### src/rtl/keypad_pkg.sv
// Shared types and constants for the 4x4 keypad scanner.
package keypad_pkg;

  // Scanner control states.
  typedef enum logic [1:0] {
    SCAN     = 2'd0,
    DEBOUNCE = 2'd1,
    HELD     = 2'd2,
    RELEASE  = 2'd3
  } kp_state_t;

  // Hex code of each key, indexed [row][col].
  localparam logic [3:0] KEY_MAP [4][4] = '{
    '{4'h1, 4'h2, 4'h3, 4'hA},
    '{4'h4, 4'h5, 4'h6, 4'hB},
    '{4'h7, 4'h8, 4'h9, 4'hC},
    '{4'hE, 4'h0, 4'hF, 4'hD}   // '*' -> E, '#' -> F
  };

endpackage

### src/rtl/sync_2ff.sv
// Two-flop synchronizer for pin inputs that idle high (pulled-up lines).
module sync_2ff #(
  parameter int W = 4
) (
  input  logic         clk,
  input  logic         rst,
  input  logic [W-1:0] d,
  output logic [W-1:0] q
);

  logic [W-1:0] meta;

  // Two register stages; both reset to the idle (all-ones) level.
  always_ff @(posedge clk or negedge rst) begin
    if (!rst) begin
      meta <= '1;
      q    <= '1;
    end else begin
      // NOTE: non-blocking assignments make both stages sample the old
      // values on the same edge; blocking ones would collapse them into one.
      meta <= d;
      q    <= meta;
    end
  end

endmodule

### src/rtl/keypad_scanner.sv
// 4x4 matrix keypad scanner: drives one column low at a time, debounces the
// row lines and emits one hex key code per accepted press.
module keypad_scanner
  import keypad_pkg::*;
#(
  parameter int SCAN_DIV     = 2700,
  parameter int DEBOUNCE_CYC = 270000
) (
  input  logic       clk,
  input  logic       rst,
  input  logic [3:0] fil,
  output logic [3:0] col,
  output logic [3:0] key_code,
  output logic       key_valid,
  output logic       key_held
);

  localparam int SLOT_W = $clog2(SCAN_DIV);
  localparam int DEB_W  = $clog2(DEBOUNCE_CYC + 1);
  localparam logic [SLOT_W-1:0] SLOT_LAST = SLOT_W'(SCAN_DIV - 1);
  localparam logic [DEB_W-1:0]  DEB_LAST  = DEB_W'(DEBOUNCE_CYC - 1);

  kp_state_t         state, state_nxt;
  logic [3:0]        fil_s;
  logic [1:0]        c;
  logic [1:0]        row_r;
  logic [1:0]        row_idx;
  logic              one_low;
  logic              row_match;
  logic              all_high;
  logic              slot_last;
  logic              deb_last;
  logic [SLOT_W-1:0] slot_cnt;
  logic [DEB_W-1:0]  deb_cnt;
  logic              capture_row;
  logic              accept;
  logic              release_done;
  logic              advance_c;
  logic              slot_inc;
  logic              deb_inc;

  sync_2ff #(.W(4)) u_fil_sync (
    .clk (clk),
    .rst (rst),
    .d   (fil),
    .q   (fil_s)
  );

  // Row check: exactly one row low, and which one.
  always_comb begin
    // NOTE: every output gets a default first so no path leaves it unassigned
    // (which would infer a latch).
    one_low = 1'b0;
    row_idx = 2'd0;
    case (fil_s)
      4'b1110: begin one_low = 1'b1; row_idx = 2'd0; end
      4'b1101: begin one_low = 1'b1; row_idx = 2'd1; end
      4'b1011: begin one_low = 1'b1; row_idx = 2'd2; end
      4'b0111: begin one_low = 1'b1; row_idx = 2'd3; end
      default: ;
    endcase
  end

  assign row_match = (fil_s == ~(4'b0001 << row_r));
  assign all_high  = (fil_s == 4'hF);
  assign slot_last = (slot_cnt == SLOT_LAST);
  assign deb_last  = (deb_cnt == DEB_LAST);

  // State register.
  always_ff @(posedge clk or negedge rst) begin
    if (!rst) state <= SCAN;
    else      state <= state_nxt;
  end

  // Next-state logic.
  always_comb begin
    state_nxt = state;
    case (state)
      SCAN:     if (slot_last && one_low) state_nxt = DEBOUNCE;
      DEBOUNCE: if (!row_match)           state_nxt = SCAN;
                else if (deb_last)        state_nxt = HELD;
      HELD:     if (all_high)             state_nxt = RELEASE;
      RELEASE:  if (!all_high)            state_nxt = HELD;
                else if (deb_last)        state_nxt = SCAN;
      default:                            state_nxt = SCAN;
    endcase
  end

  // Control strobes and column drive decoded from state and inputs.
  always_comb begin
    capture_row  = (state == SCAN) && slot_last && one_low;
    accept       = (state == DEBOUNCE) && row_match && deb_last;
    release_done = (state == RELEASE) && all_high && deb_last;
    advance_c    = ((state == SCAN) && slot_last && !one_low) ||
                   ((state == DEBOUNCE) && !row_match) ||
                   release_done;
    slot_inc     = (state == SCAN) && !slot_last;
    deb_inc      = (((state == DEBOUNCE) && row_match) ||
                    ((state == RELEASE) && all_high)) && !deb_last;
    col          = ~(4'b0001 << c);
  end

  // Counters, column index, captured row and key outputs.
  always_ff @(posedge clk or negedge rst) begin
    if (!rst) begin
      slot_cnt  <= '0;
      deb_cnt   <= '0;
      c         <= 2'd0;
      row_r     <= 2'd0;
      key_code  <= 4'h0;
      key_valid <= 1'b0;
      key_held  <= 1'b0;
    end else begin
      slot_cnt  <= slot_inc ? slot_cnt + SLOT_W'(1) : '0;
      deb_cnt   <= deb_inc  ? deb_cnt + DEB_W'(1)   : '0;
      key_valid <= accept;
      if (advance_c)   c     <= c + 2'd1;
      if (capture_row) row_r <= row_idx;
      if (accept) begin
        key_code <= KEY_MAP[row_r][c];
        key_held <= 1'b1;
      end else if (release_done) begin
        key_held <= 1'b0;
      end
    end
  end

endmodule
### config.mk
export PLATFORM = sky130hd
export DESIGN_NAME = keypad_scanner
export DESIGN_NICKNAME = d
export VERILOG_FILES = /design/src/rtl/keypad_pkg.sv /design/src/rtl/sync_2ff.sv /design/src/rtl/keypad_scanner.sv
export SDC_FILE = /design/constraint.sdc
export NUM_CORES = 1
export LEC_CHECK = 0
export CAP_MARGIN = 40
export CELL_PAD_IN_SITES_DETAIL_PLACEMENT = 1
export CELL_PAD_IN_SITES_GLOBAL_PLACEMENT = 2
export CORE_MARGIN = 2
export CORE_UTILIZATION = 41
export DETAILED_ROUTE_END_ITERATION = 12
export GPL_TIMING_DRIVEN = 0
export PLACE_DENSITY_LB_ADDON = 0.1
export SLEW_MARGIN = 20
export SYNTH_ARGS = -nofsm -noshare
export SYNTH_HDL_FRONTEND = slang
export SYNTH_SLANG_ARGS = --single-unit
export TNS_END_PERCENT = 10
### constraint.sdc
create_clock -name clk -period 4.7 [get_ports clk]
set_input_delay 0.94 -clock clk [delete_from_list [all_inputs] [get_ports clk]]
set_output_delay 0.94 -clock clk [all_outputs]
set_load 0.005 [all_outputs]
Yosys cells after proc, flatten, opt, wreduce, memory -nomap -nowiden
Index checks and enable logic that the tools add are counted.
Word-level totals
  memories: 0
  output and inout bits: 10
  word-level logic and storage cells: 77
  memory bits (writable): 0
  register bits: 51
  bits in latches: 0
  memory bits (read-only): 0
  input bits: 6
Operators by class
  bitwise operators: 4
  divide/modulo/power cells: 0
  magnitude comparators: 2
  add/subtract/negate cells: 3
  shift-type cells: 2
  reduce and logical (&&, ||, !) cells: 22
  muxes and demuxes: 19
  $mul: 0
  eq/ne operators: 15
Operators by type and width (number)
  $bmux 16 s2: 1
  $mux 16: 2
  $add 19x1->19 const B: 1
  $eq 19x19->1 const B: 1
  $mux 19: 1
  $eq 4x4->1 const B: 4
  $add 12x1->12 const B: 1
  $eq 12x12->1 const B: 1
  $mux 12: 1
  $mux 2: 6
  $logic_and 1x1->1: 11
  $bmux 4 s2: 1
  $mux 4: 2
  $not 4->4: 2
  $pmux 2 s4: 1
  $shl 1x2->4 const A: 2
  $ge 3x3->1 const B: 2
  $ne 3x3->1 const B: 2
  $not 2->3: 2
  $pmux 2 s3: 1
  $eq 2x2->1 const B: 2
  $eq 4x3->1 const B: 1
  $eq 4x4->1: 1
  $logic_not 1->1: 4
  9 further kinds: 14

Longest topological paths before layout
Gate-level depths: netlist of the first run.
  depth in word-level cells: 7
  mapped depth: 7
  mapped depth without buffers: 6

Modules after synthesis
From an unflattened synthesis of the first run, not the netlist that was laid out.
Unflattened totals
  cell total of the unflattened synthesis: 257
  area, all modules: 2568.7 sq um
Modules (own cells, without submodules)
  keypad_scanner: instances 1, area each 2358.5 sq um, cells an instance 249
  sync_2ff: instances 1, area each 210.2 sq um, cells an instance 8

Least setup slack after synthesis of the first run
OpenSTA, ideal clock, no wires.
  path type: flip-flop to flip-flop
  start: register u_fil_sync.q[3]
  end: register c[1]
  period minus slack after synthesis: 2.053 ns
  arrival: 1.928 ns
  data required time: 4.575 ns
  cell stages (with the launch flop): 7
  setup time: 0.125 ns
  setup slack: 2.647 ns
  path through: dfstp_2 -> buf_2 -> or3b_1 -> a21oi_2 -> nor2_1 -> a311oi_2 -> mux2_4
Between the ends
  longest elaborated chain between the ends: 7
RTL lines
  start: declaration: RTL line sync_2ff.sv:8  | output logic [W-1:0] q
  start signal: assignment: RTL line sync_2ff.sv:22  | q <= meta;
  $eq 4x3->1 / $eq 4x4->1 (equally long branches): RTL line keypad_scanner.sv:55  | case (fil_s)
  $reduce_or 4->1 (no line)
  $mux 1: RTL line keypad_scanner.sv:55
  $logic_not 1->1: RTL line keypad_scanner.sv:94  | advance_c = ((state == SCAN) && slot_last && !one_low) ||
  $logic_and 1x1->1: RTL line keypad_scanner.sv:94
  $logic_or 1x1->1: RTL line keypad_scanner.sv:94
  $logic_or 1x1->1 *: RTL line keypad_scanner.sv:95  | ((state == DEBOUNCE) && !row_match) ||
  end signal: assignment: RTL line keypad_scanner.sv:117  | if (advance_c) c <= c + 2'd1;
  end: declaration: RTL line keypad_scanner.sv:25  | logic [1:0] c;
Mark *: on every way between the ends. The rest lies on a longest branch, timed or not.
A chain may end at the register's enable or synchronous reset.

Final worst setup path of the first run
  start: register c[0]
  end: output port col[0]
Between the ends
  longest elaborated chain between the ends: 2
RTL lines
  $shl 1x2->4: RTL line keypad_scanner.sv:100  | col = ~(4'b0001 << c);
  $not 4->4: RTL line keypad_scanner.sv:100
  end: declaration: RTL line keypad_scanner.sv:12  | output logic [3:0] col,
Every way passes these cells.

==> qor.txt, run 1 <==
Yosys top cell area share: 0.417
TritonCTS clock tree: done
Period utilization: 0.600
Met2 GRT Util: 0.258
Die extent in x: 83.3 µm
Post-synth EDFFs: 0
Commonest cells after routing, fill and taps aside: nor2_1, dfrtp_1, xnor2_1
Hold Path Stages: 0
Final Net Count: 286
Worst-Margin Slew: 0.640 ns
Wire per inst: 13.8 µm
CTS Buf Count: 5
Most Used Layer, Global Route: met2
Synth top area cells: dfrtp_1, dfstp_2, xnor2_1
Antenna violations before repair: 0
Fillcell total: 685
Maximum clock path buffer count: 2
RePlAce Congestion: 0.709
Synth-to-Final Area Change: 13.4%
Max-cap check violation count: 0
Synth Area per Inst: 10.2 µm²
Placed insts: 342
Die area: 6940 µm²
Cell Area, Synth: 2580 µm²
Worst Hold Class: reg -> reg
Psw: 160 µW
Worst-skew pair later-pin latency: 0.30 ns
# rows: 28
Clock root cell: clkbuf_8
CP required: 3.76 ns
VDD IR-drop max: 0.000140 V
Biggest area consumer among synthesized cells: dfrtp_1
M3 GR Usage: 0.0298
Core Footprint: 5990 µm²
First drt pass iteration count: 4
# clock sinks: 51
Final hold violations: 0
Worst setup EP type: output port
Fmax: 0.355 GHz
DR vias/cell: 5.22
Quantity of I/O buffers inserted on ports: 15
CP dominant cell by count: inv_1
Postcts setup bufs: 0
IO Pins: 16
Synth cell types: 49
Met1 Use GR: 0.204
Share of layout cells above drive strength 1: 0.124
# DRC: 0
PwrDens: 255 nW/µm²
Leak Pwr: 0.00123 µW
Seq/Total Area, Yosys: 0.499
Syn_nets: 264
Hold_ws: 0.362 ns
Number of gates resized after cts: 0
Inserted Diodes: 0
Final Setup Violations: 0
Crit Path Max Fanout: 7
Clock network power share: 0.371
Routed Antenna Nets: 0
Non-Filler Instances: 350
Largest net degree at the start of global routing: 52
Cells after Synth: 252
Flop pwr share: 0.597
Commonest non-fill, non-tap cell in the layout: nor2_1
Post-synth ARST share: 1.00
Headroom to the max-slew limit: 0.573
Top_reg_cell synth: dfrtp_1
Grt ovf: 0
Power Internal: 586 µW
Status: complete, no violations
RSZ-0062 raised after global routing: false
Final Power: 746 µW
Worst R2R Path Depth: 6
TNS Setup: 0 ns
Clock-pin slew on the worst setup and hold paths: 0.09 ns
Crit-path cells: clkbuf_1 > inv_1 > ha_1 > inv_1 > clkdlybuf4s50_1
Worst path max stage delay: 0.49 ns
Gr usage total: 0.154
Min Tclk post-route: 2.82 ns
Htree depth: 2
Net switching fraction of the power: 0.214
Post-DP HPWL: 3.47 mm
Initial core utilization: 0.431
Setup Skew: 0.00907 ns
Worst path arrival time: 1.88 ns
DRT iter0 DRCs: 73
Global-route wire length before repair: 8.81 mm
Fin. max-slew vios: 0
Slowest stage cell, crit path: clkdlybuf4s50_1
Number of global-route vias before repair: 1911
Routed WL: 4.83 mm
Logic gate share of total power: 0.031
YS warnings: 0
Cts hold-fix bufs: 0
Crit Path Class: reg -> out
Yosys reg bits: 51
Die Y: 83.3 µm
Startpoint types: register
Via Count: 1827
registers in the layout, indices dropped and copies added, names as in the netlist:
signal,count
slot_cnt,12
state,2
key_code,4
c,2
u_fil_sync.q,4
key_valid,1
deb_cnt,19
u_fil_sync.meta,4
key_held,1
row_r,2
per-layer routing:
| metal | part of all wire | vias to the layer above |
|---|---|---|
| met4 | 0.014 | 0 |
| met2 | 0.47 | 18 |
| met3 | 0.025 | 7 |
| met5 | 0 | - |
| met1 | 0.49 | 909 |
| li1 | - | 893 |
layout make-up:
cell class,instances,area (µm²),area share
multi-input cells,176,1190,0.408
clock buffers,7,96.3,0.0329
clock inverters,1,7.51,0.00257
flip-flops and latches,51,1290,0.440
plain buffers,10,43.8,0.0150
repair buffers,15,148,0.0505
inverters,15,56.3,0.0192
well taps,75,93.8,0.0321
power by group through the flow:
stage                     registers [µW]  clock network, µW  logic, µW
after floorplan                      454                  0       9.43
after global placement               454                  0       24.6
after detailed placement             454                  0       24.4
after CTS                            446                289       24.6
after global routing                 446                306       27.1
final                                446                277       23.3
path summary, 6_finish.rpt:
kind / startpoint / to / slack, ns
max: c[0] / col[0] / 1.88
min: u_fil_sync.meta[3] / u_fil_sync.q[3] / 0.36
max reg2reg: u_fil_sync.q[2] / c[1] / 2.49
min reg2reg: u_fil_sync.meta[3] / u_fil_sync.q[3] / 0.36
max in group asynchronous: rst / deb_cnt[18] / 3.62
min in group asynchronous: rst / c[0] / 0.66
critical path, delay by kind of cell (launching register included):
family	cells	cell delay, ns
buf+inv	4	0.99
flops	1	0.38
fa+ha+maj	1	0.22
synth_stat cells, types with 2 or more instances:
master,number
a21oi_1,7
and3_1,6
and4_1,2
and4b_1,2
buf_2,5
clkbuf_1,5
dfrtp_1,43
dfstp_2,8
ha_1,6
inv_1,15
mux2_1,4
nand2_1,13
nand3_1,13
nand4_1,5
nor2_1,46
nor3_1,4
nor4b_1,2
o21ai_0,4
o21ai_1,2
o31a_1,2
xnor2_1,20
xor2_1,11
stage by stage:
stage | util | setup slack [ns] | cell area [µm²]
6_report | 0.488 | 1.88 | 2930
5_1_grt | 0.488 | 1.75 | 2930
4_1_cts | 0.488 | 1.88 | 2930
3_5_place_dp | 0.471 | 2.21 | 2820
3_3_place_gp | 0.471 | 1.10 | 2820
2_1_floorplan | - | 2.65 | 2580
cell families (layout without fill, tap and decap cells):
family,count (synthesis),after routing,share of synthesized area
muxes,6,6,0.0272
adders and majority gates,6,6,0.0291
buffers and inverters,25,48,0.0388
DFF,51,51,0.499
AOI/OAI and AO/OA,27,27,0.0766
xor gates and xnor gates,31,31,0.105
and+or+nand+nor,106,106,0.225
Power figures use the tool's default switching activity.
==> inputs of run 2 (changes only) <==
CORE_UTILIZATION = 38   (was 41)
clock period = 2.75 ns   (was 4.7 ns; I/O delays follow)
==> run 2 against run 1 <==
Worst hold slack worse by 0.10 ns; critical path depth stayed put; clock skew is 0.0042 ns lower; critical path type unchanged; largest power group unchanged; highest routed layer unchanged.
==> qor.txt, run 2 (same netlist as run 1, synthesis figures left out) <==
CP required: 2.20 ns (was 3.76 ns)
RSZ-0062 raised after global routing: false (unchanged)
DR vias/cell: 5.21 (was 5.22)
# DRC: 0 (unchanged)
Die extent in x: 86.4 µm (was 83.3 µm)
Number of global-route vias before repair: 1938 (was 1911)
Initial core utilization: 0.386 (was 0.431)
Clock root cell: clkbuf_8 (unchanged)
Non-Filler Instances: 355 (was 350)
RR Startpoint: u_fil_sync.q[2] (unchanged)
# clock sinks: 51 (unchanged)
Cts hold-fix bufs: 0 (unchanged)
Fmax: 0.412 GHz
Grt ovf: 0 (unchanged)
Slowest stage cell, crit path: clkdlybuf4s50_1 (unchanged)
Gr usage total: 0.154 (about the same)
Max FFs per register: 19 (unchanged)
PwrDens: 482 nW/µm² (was 255 nW/µm²)
Leak Pwr: 0.00124 µW (was 0.00123 µW)
Place WS: 0.530 ns (was 2.21 ns)
Clock-pin slew on the worst setup and hold paths: 0.10 ns (was 0.09 ns)
Worst-skew pair later-pin latency: 0.31 ns (was 0.30 ns)
Die area: 7460 µm² (was 6940 µm²)
CTS Buf Count: 5 (unchanged)
Number of gates resized after cts: 0 (unchanged)
RePlAce Congestion: 0.716 (was 0.709)
Largest regs: deb_cnt: 19 flops, slot_cnt: 12 flops (unchanged)
Die Y: 86.4 µm (was 83.3 µm)
CP dominant cell by count: inv_1 (unchanged)
Status: complete, no violations (unchanged)
DRT iter0 DRCs: 57 (was 73)
Fin. max-slew vios: 0 (unchanged)
Final Net Count: 286 (unchanged)
Headroom to the max-slew limit: 0.570 (was 0.573)
Startpoint types: register (unchanged)
Largest register by flop count: deb_cnt (unchanged)
Crit Path Max Fanout: 7 (unchanged)
Wire per inst: 14.5 µm (was 13.8 µm)
Synth-to-Final Area Change: 14.9% (was 13.4%)
Placed insts: 347 (was 342)
Htree depth: 2 (unchanged)
Routed WL: 5.14 mm (was 4.83 mm)
Commonest non-fill, non-tap cell in the layout: nor2_1 (unchanged)
Core Footprint: 6680 µm² (was 5990 µm²)
Postcts setup bufs: 0 (unchanged)
Max-cap check violation count: 0 (unchanged)
First drt pass iteration count: 3 (was 4)
Quantity of I/O buffers inserted on ports: 15 (unchanged)
Crit Path Class: reg -> out (unchanged)
Global-route wire length before repair: 9.11 mm (was 8.81 mm)
Reg-to-reg endpoint: c[1] (unchanged)
Fillcell total: 752 (was 685)
Worst setup EP type: output port (unchanged)
Setup Skew: 0.00485 ns (was 0.00907 ns)
Worst R2R Path Depth: 6 (unchanged)
Antenna violations before repair: 0 (unchanged)
Share of layout cells above drive strength 1: 0.124 (unchanged)
Worst path max stage delay: 0.48 ns (was 0.49 ns)
Largest net degree at the start of global routing: 52 (unchanged)
Final hold violations: 0 (unchanged)
Crit-path cells: clkbuf_1 > inv_1 > ha_1 > inv_1 > clkdlybuf4s50_1 (unchanged)
VDD IR-drop max: 0.000205 V (was 0.000140 V)
Inserted Diodes: 0 (unchanged)
Worst Hold Class: in -> async (was reg -> reg)
Post-DP HPWL: 3.62 mm (was 3.47 mm)
Routed Antenna Nets: 0 (unchanged)
IO Pins: 16 (unchanged)
Worst path arrival time: 1.88 ns (about the same)
Commonest cells after routing, fill and taps aside: nor2_1, dfrtp_1, xnor2_1 (unchanged)
Worst setup margin: 0.321 ns (was 1.88 ns)
Final Setup Violations: 0 (unchanged)
Period utilization: 0.883
Reg-to-reg slack, setup: 0.52 ns (was 2.49 ns)
TritonCTS clock tree: done (unchanged)
Worst-Margin Slew: 0.645 ns (was 0.640 ns)
Min Tclk post-route: 2.43 ns
Maximum clock path buffer count: 2 (unchanged)
Via Count: 1848 (was 1827)
# rows: 30 (was 28)
run 2: changes by cell type in the layout (fill, tap and decap cells not counted):
cell,change
bufinv_16,+2
clkbuf_8,-2
run 2: metrics by stage:
stage / cell area (µm²) / hold slack (ns) / TNS (ns) / utilization / total power (µW)
finish: 2960 / 0.260 / 0 / 0.444 / 1430
global route: 2960 / 0.304 / 0 / 0.444 / 1480
CTS: 2960 / 0.288 / 0 / 0.444 / 1450
detailed placement: 2830 / 0.347 / 0 / 0.423 / 819
global placement: 2830 / 0.346 / -22.44 / 0.424 / 819
floorplan: 2580 / 0.254 / 0 / - / 792
run 2: critical path, delay by kind of cell, from the launching register on:
| family | cells | cell delay (ns) |
|---|---|---|
| DFF | 1 | 0.38 |
| adders and majority gates | 1 | 0.22 |
| buffers and inverters | 4 | 0.97 |
run 2: area by class of cell:
type / instances / area [µm²] / area share
clock inverter: 3 / 67.6 / 0.0228
multi-input combinational: 176 / 1190 / 0.403
timing repair buffer: 15 / 148 / 0.0498
sequential: 51 / 1290 / 0.434
tap: 80 / 100 / 0.0338
clock buffer: 5 / 68.8 / 0.0232
inverter: 15 / 56.3 / 0.0190
buffer: 10 / 43.8 / 0.0148
run 2: report_power, final:
| part | switching (µW) | internal, µW |
|---|---|---|
| registers | 1.36 | 760 |
| logic | 28.4 | 12.7 |
| clock network | 263 | 363 |
run 2: metal layers:
metal | track usage | vias to the layer above | wire [µm]
met3 | 0.0314 | 4 | 100
met5 | 0 | - | 0
met2 | 0.260 | 15 | 2510
li1 | - | 905 | -
met4 | 0.0426 | 0 | 50
met1 | 0.201 | 924 | 2480
run 2: worst max-delay path by stage:
stage / start / to / slack, ns / cells past startpoint
finish: c[0] / col[0] / 0.32 / 5
global route: c[0] / col[2] / 0.18 / 5
CTS: c[0] / col[0] / 0.30 / 5
detailed placement: u_fil_sync.q[3] / c[1] / 0.53 / 6
global placement: rst / deb_cnt[11] / -0.52 / 1
floorplan: u_fil_sync.q[3] / c[1] / 0.70 / 6
==> inputs of run 3 (changes only) <==
ABC_AREA = 1   (was not set)
CORE_UTILIZATION = 36   (was 38)
==> run 3 against run 2 <==
Critical path depth shrank 1; highest routed layer unchanged; register-to-register slack gained 0.44 ns; sequential power grew 0.5%; via count grew 27%; largest power group unchanged; first-iteration DRC count grew 44%; cell count grew 34%.
==> qor.txt, run 3 <==
Yosys reg bits: 51 (unchanged)
Max-cap check violation count: 0 (unchanged)
Crit Path Max Fanout: 8 (was 7)
Share of layout cells above drive strength 1: 0.136 (was 0.124)
Top_reg_cell synth: dfrtp_1 (unchanged)
# rows: 32 (was 30)
Global-route wire length before repair: 12.1 mm (was 9.11 mm)
Min Tclk post-route: 2.24 ns (was 2.43 ns)
CP Launch Point: c[0] (unchanged)
Inserted Diodes: 0 (unchanged)
YS warnings: 0 (unchanged)
Largest net degree at the start of global routing: 52 (unchanged)
Headroom to the max-slew limit: 0.568 (was 0.570)
Post-DP HPWL: 5.02 mm (was 3.62 mm)
Initial core utilization: 0.370 (was 0.386)
TNS Setup: 0 ns (unchanged)
Wire per inst: 13.8 µm (was 14.5 µm)
Gr usage total: 0.175 (was 0.154)
Reg-to-reg endpoint: deb_cnt[14] (was c[1])
Final Power: 1250 µW (was 1430 µW)
Commonest non-fill, non-tap cell in the layout: nand2_1 (was nor2_1)
Fin util: 0.418 (was 0.444)
Number of gates resized after cts: 0 (unchanged)
Crit Path Class: reg -> out (unchanged)
Worst Hold Class: in -> async (unchanged)
Delay-heaviest family, CP: buffers and inverters (unchanged)
Biggest area consumer among synthesized cells: dfrtp_1 (unchanged)
RR Startpoint: deb_cnt[0] (was u_fil_sync.q[2])
Clock-pin slew on the worst setup and hold paths: 0.09 ns (was 0.10 ns)
Most numerous cell in the Yosys netlist: nand2_1 (was nor2_1)
Commonest cells after routing, fill and taps aside: nand2_1, nor2_1, dfrtp_1 (was nor2_1, dfrtp_1, xnor2_1)
Synth Area per Inst: 8.09 µm² (was 10.2 µm²)
Routed Antenna Nets: 0 (unchanged)
Routed WL: 6.57 mm (was 5.14 mm)
Htree depth: 2 (unchanged)
Number of global-route vias before repair: 2512 (was 1938)
Max FFs per register: 19 (unchanged)
Synth cell types: 36 (was 49)
CTS Buf Count: 5 (unchanged)
Synth-to-Final Area Change: 12.9% (was 14.9%)
Cells after Synth: 352 (was 252)
RSZ-0062 raised after global routing: false (unchanged)
Worst-skew pair later-pin latency: 0.31 ns (about the same)
Fin. max-slew vios: 0 (unchanged)
Setup Skew: 0.0107 ns (was 0.00485 ns)
Quantity of I/O buffers inserted on ports: 15 (unchanged)
Grt ovf: 0 (unchanged)
# DRC: 0 (unchanged)
Final Setup Violations: 0 (unchanged)
Worst setup EP type: output port (unchanged)
Post-synth EDFFs: 0 (unchanged)
Critical path buffers and inverters: 3 (was 4)
TritonCTS clock tree: done (unchanged)
Synth top area cells: dfrtp_1, nand2_1, dfstp_2 (was dfrtp_1, dfstp_2, xnor2_1)
Final hold violations: 0 (unchanged)
Syn_nets: 364 (was 264)
Worst R2R Path Depth: 6 (unchanged)
Postcts setup bufs: 0 (unchanged)
Core Footprint: 7690 µm² (was 6680 µm²)
Antenna violations before repair: 0 (unchanged)
Clock root cell: clkbuf_8 (unchanged)
Startpoint types: register (unchanged)
Slowest stage cell, crit path: dfrtp_1 (was clkdlybuf4s50_1)
Die extent in x: 92.9 µm (was 86.4 µm)
Final Net Count: 386 (was 286)
Die area: 8640 µm² (was 7460 µm²)
Leak Pwr: 0.00136 µW (was 0.00124 µW)
Reg-to-reg slack, setup: 0.96 ns (was 0.52 ns)
Yosys top cell area share: 0.378 (was 0.417)
Worst path arrival time: 1.69 ns (was 1.88 ns)
RePlAce Congestion: 0.782 (was 0.716)
CP dominant cell by count: inv_1 (unchanged)
# clock sinks: 51 (unchanged)
Fmax: 0.446 GHz (was 0.412 GHz)
Seq/Total Area, Yosys: 0.452 (was 0.499)
Worst path depth: 4 (was 5)
PwrDens: 389 nW/µm² (was 482 nW/µm²)
IO Pins: 16 (unchanged)
Commonest cells post-synth: nand2_1, nor2_1, dfrtp_1, inv_1, nand3_1 (was nor2_1, dfrtp_1, xnor2_1, inv_1)
VDD IR-drop max: 0.000150 V (was 0.000205 V)
CP required: 2.20 ns (about the same)
First drt pass iteration count: 4 (was 3)
Via Count: 2346 (was 1848)
Maximum clock path buffer count: 2 (unchanged)
Cts hold-fix bufs: 0 (unchanged)
CP endpoint: col[0] (unchanged)
Die Y: 92.9 µm (was 86.4 µm)
Post-synth ARST share: 1.00 (unchanged)
Crit-path cells: inv_1 > ha_1 > inv_1 > clkdlybuf4s50_1 (was clkbuf_1 > inv_1 > ha_1 > inv_1 > clkdlybuf4s50_1)
Status: complete, no violations (unchanged)
Cell Area, Synth: 2850 µm² (was 2580 µm²)
Largest regs: deb_cnt: 19 flops, slot_cnt: 12 flops (unchanged)
Worst-Margin Slew: 0.648 ns (was 0.645 ns)
Fillcell total: 962 (was 752)
DR vias/cell: 4.92 (was 5.21)
Period utilization: 0.815 (was 0.883)
DRT iter0 DRCs: 82 (was 57)
Largest register by flop count: deb_cnt (unchanged)
Worst path max stage delay: 0.50 ns (was 0.48 ns)
-- run 3: changes by cell type after synthesis, moves of 5 or more --
cell and change:
nand3_1 +11, nor3_1 +13, inv_1 +24, nand2_1 +59
o21ai_0 +10, nor2_1 +8, nand2_2 +8, nand4_1 +5
clkbuf_1 -5, xnor2_1 -20
-- run 3: worst register-to-register path: cells and delay by family (launching register included) --
kind	cells	cell delay, ns
flip-flops	1	0.43
adder cells (fa/ha/maj)	1	0.31
AND/OR/NAND/NOR	5	0.94
-- run 3: worst min-delay path by stage --
| stage | from | to | slack [ns] | depth (start not counted) |
|---|---|---|---|---|
| after floorplan | rst | c[0] | 0.25 | 0 |
| after CTS | rst | slot_cnt[4] | 0.29 | 1 |
| final | rst | slot_cnt[4] | 0.26 | 1 |
| after detailed placement | u_fil_sync.meta[3] | u_fil_sync.q[3] | 0.35 | 0 |
| after global routing | rst | slot_cnt[5] | 0.30 | 1 |
| after global placement | u_fil_sync.meta[3] | u_fil_sync.q[3] | 0.35 | 0 |
-- run 3: layout make-up --
type | count | area [µm²] | share of cell area
clock buffers | 7 | 86.3 | 0.0269
clock inverters | 1 | 5.00 | 0.00156
plain buffers | 5 | 50.0 | 0.0156
repair buffers | 15 | 148 | 0.0459
well taps | 102 | 128 | 0.0397
multi-input cells | 254 | 1340 | 0.418
flip-flops and latches | 51 | 1290 | 0.400
inverters | 42 | 169 | 0.0525
-- run 3: metrics by stage --
step | area [µm²] | setup slack, ns | cells | hold slack, ns
after floorplan | 2850 | 1.23 | 352 | 0.254
after global placement | 3130 | -0.459 | 469 | 0.346
after detailed placement | 3120 | 0.827 | 469 | 0.350
after CTS | 3210 | 0.472 | 477 | 0.289
after global routing | 3210 | 0.396 | 477 | 0.303
final | 3210 | 0.509 | 477 | 0.264
-- run 3: report_power, final --
group | switching, µW | internal, µW | total, µW
clock network | 248 | 204 | 451
registers | 4.65 | 760 | 765
logic | 24.3 | 11.1 | 35.4
-- run 3: cell families after synthesis --
kind of cell / share of synthesized area
flip-flops: 0.452
buffers and inverters: 0.0769
adder cells (fa/ha/maj): 0.0264
AND/OR/NAND/NOR: 0.343
XOR/XNOR: 0.0369
AO/OA/AOI/OAI: 0.0650
-- run 3: routing by layer --
metal	vias up	routed length [µm]	track usage	part of all wire
met5	-	0	0	0
met4	0	82	0.0478	0.012
met3	7	118	0.0244	0.018
met2	20	3070	0.287	0.47
met1	1139	3290	0.241	0.50
li1	1180	-	-	-
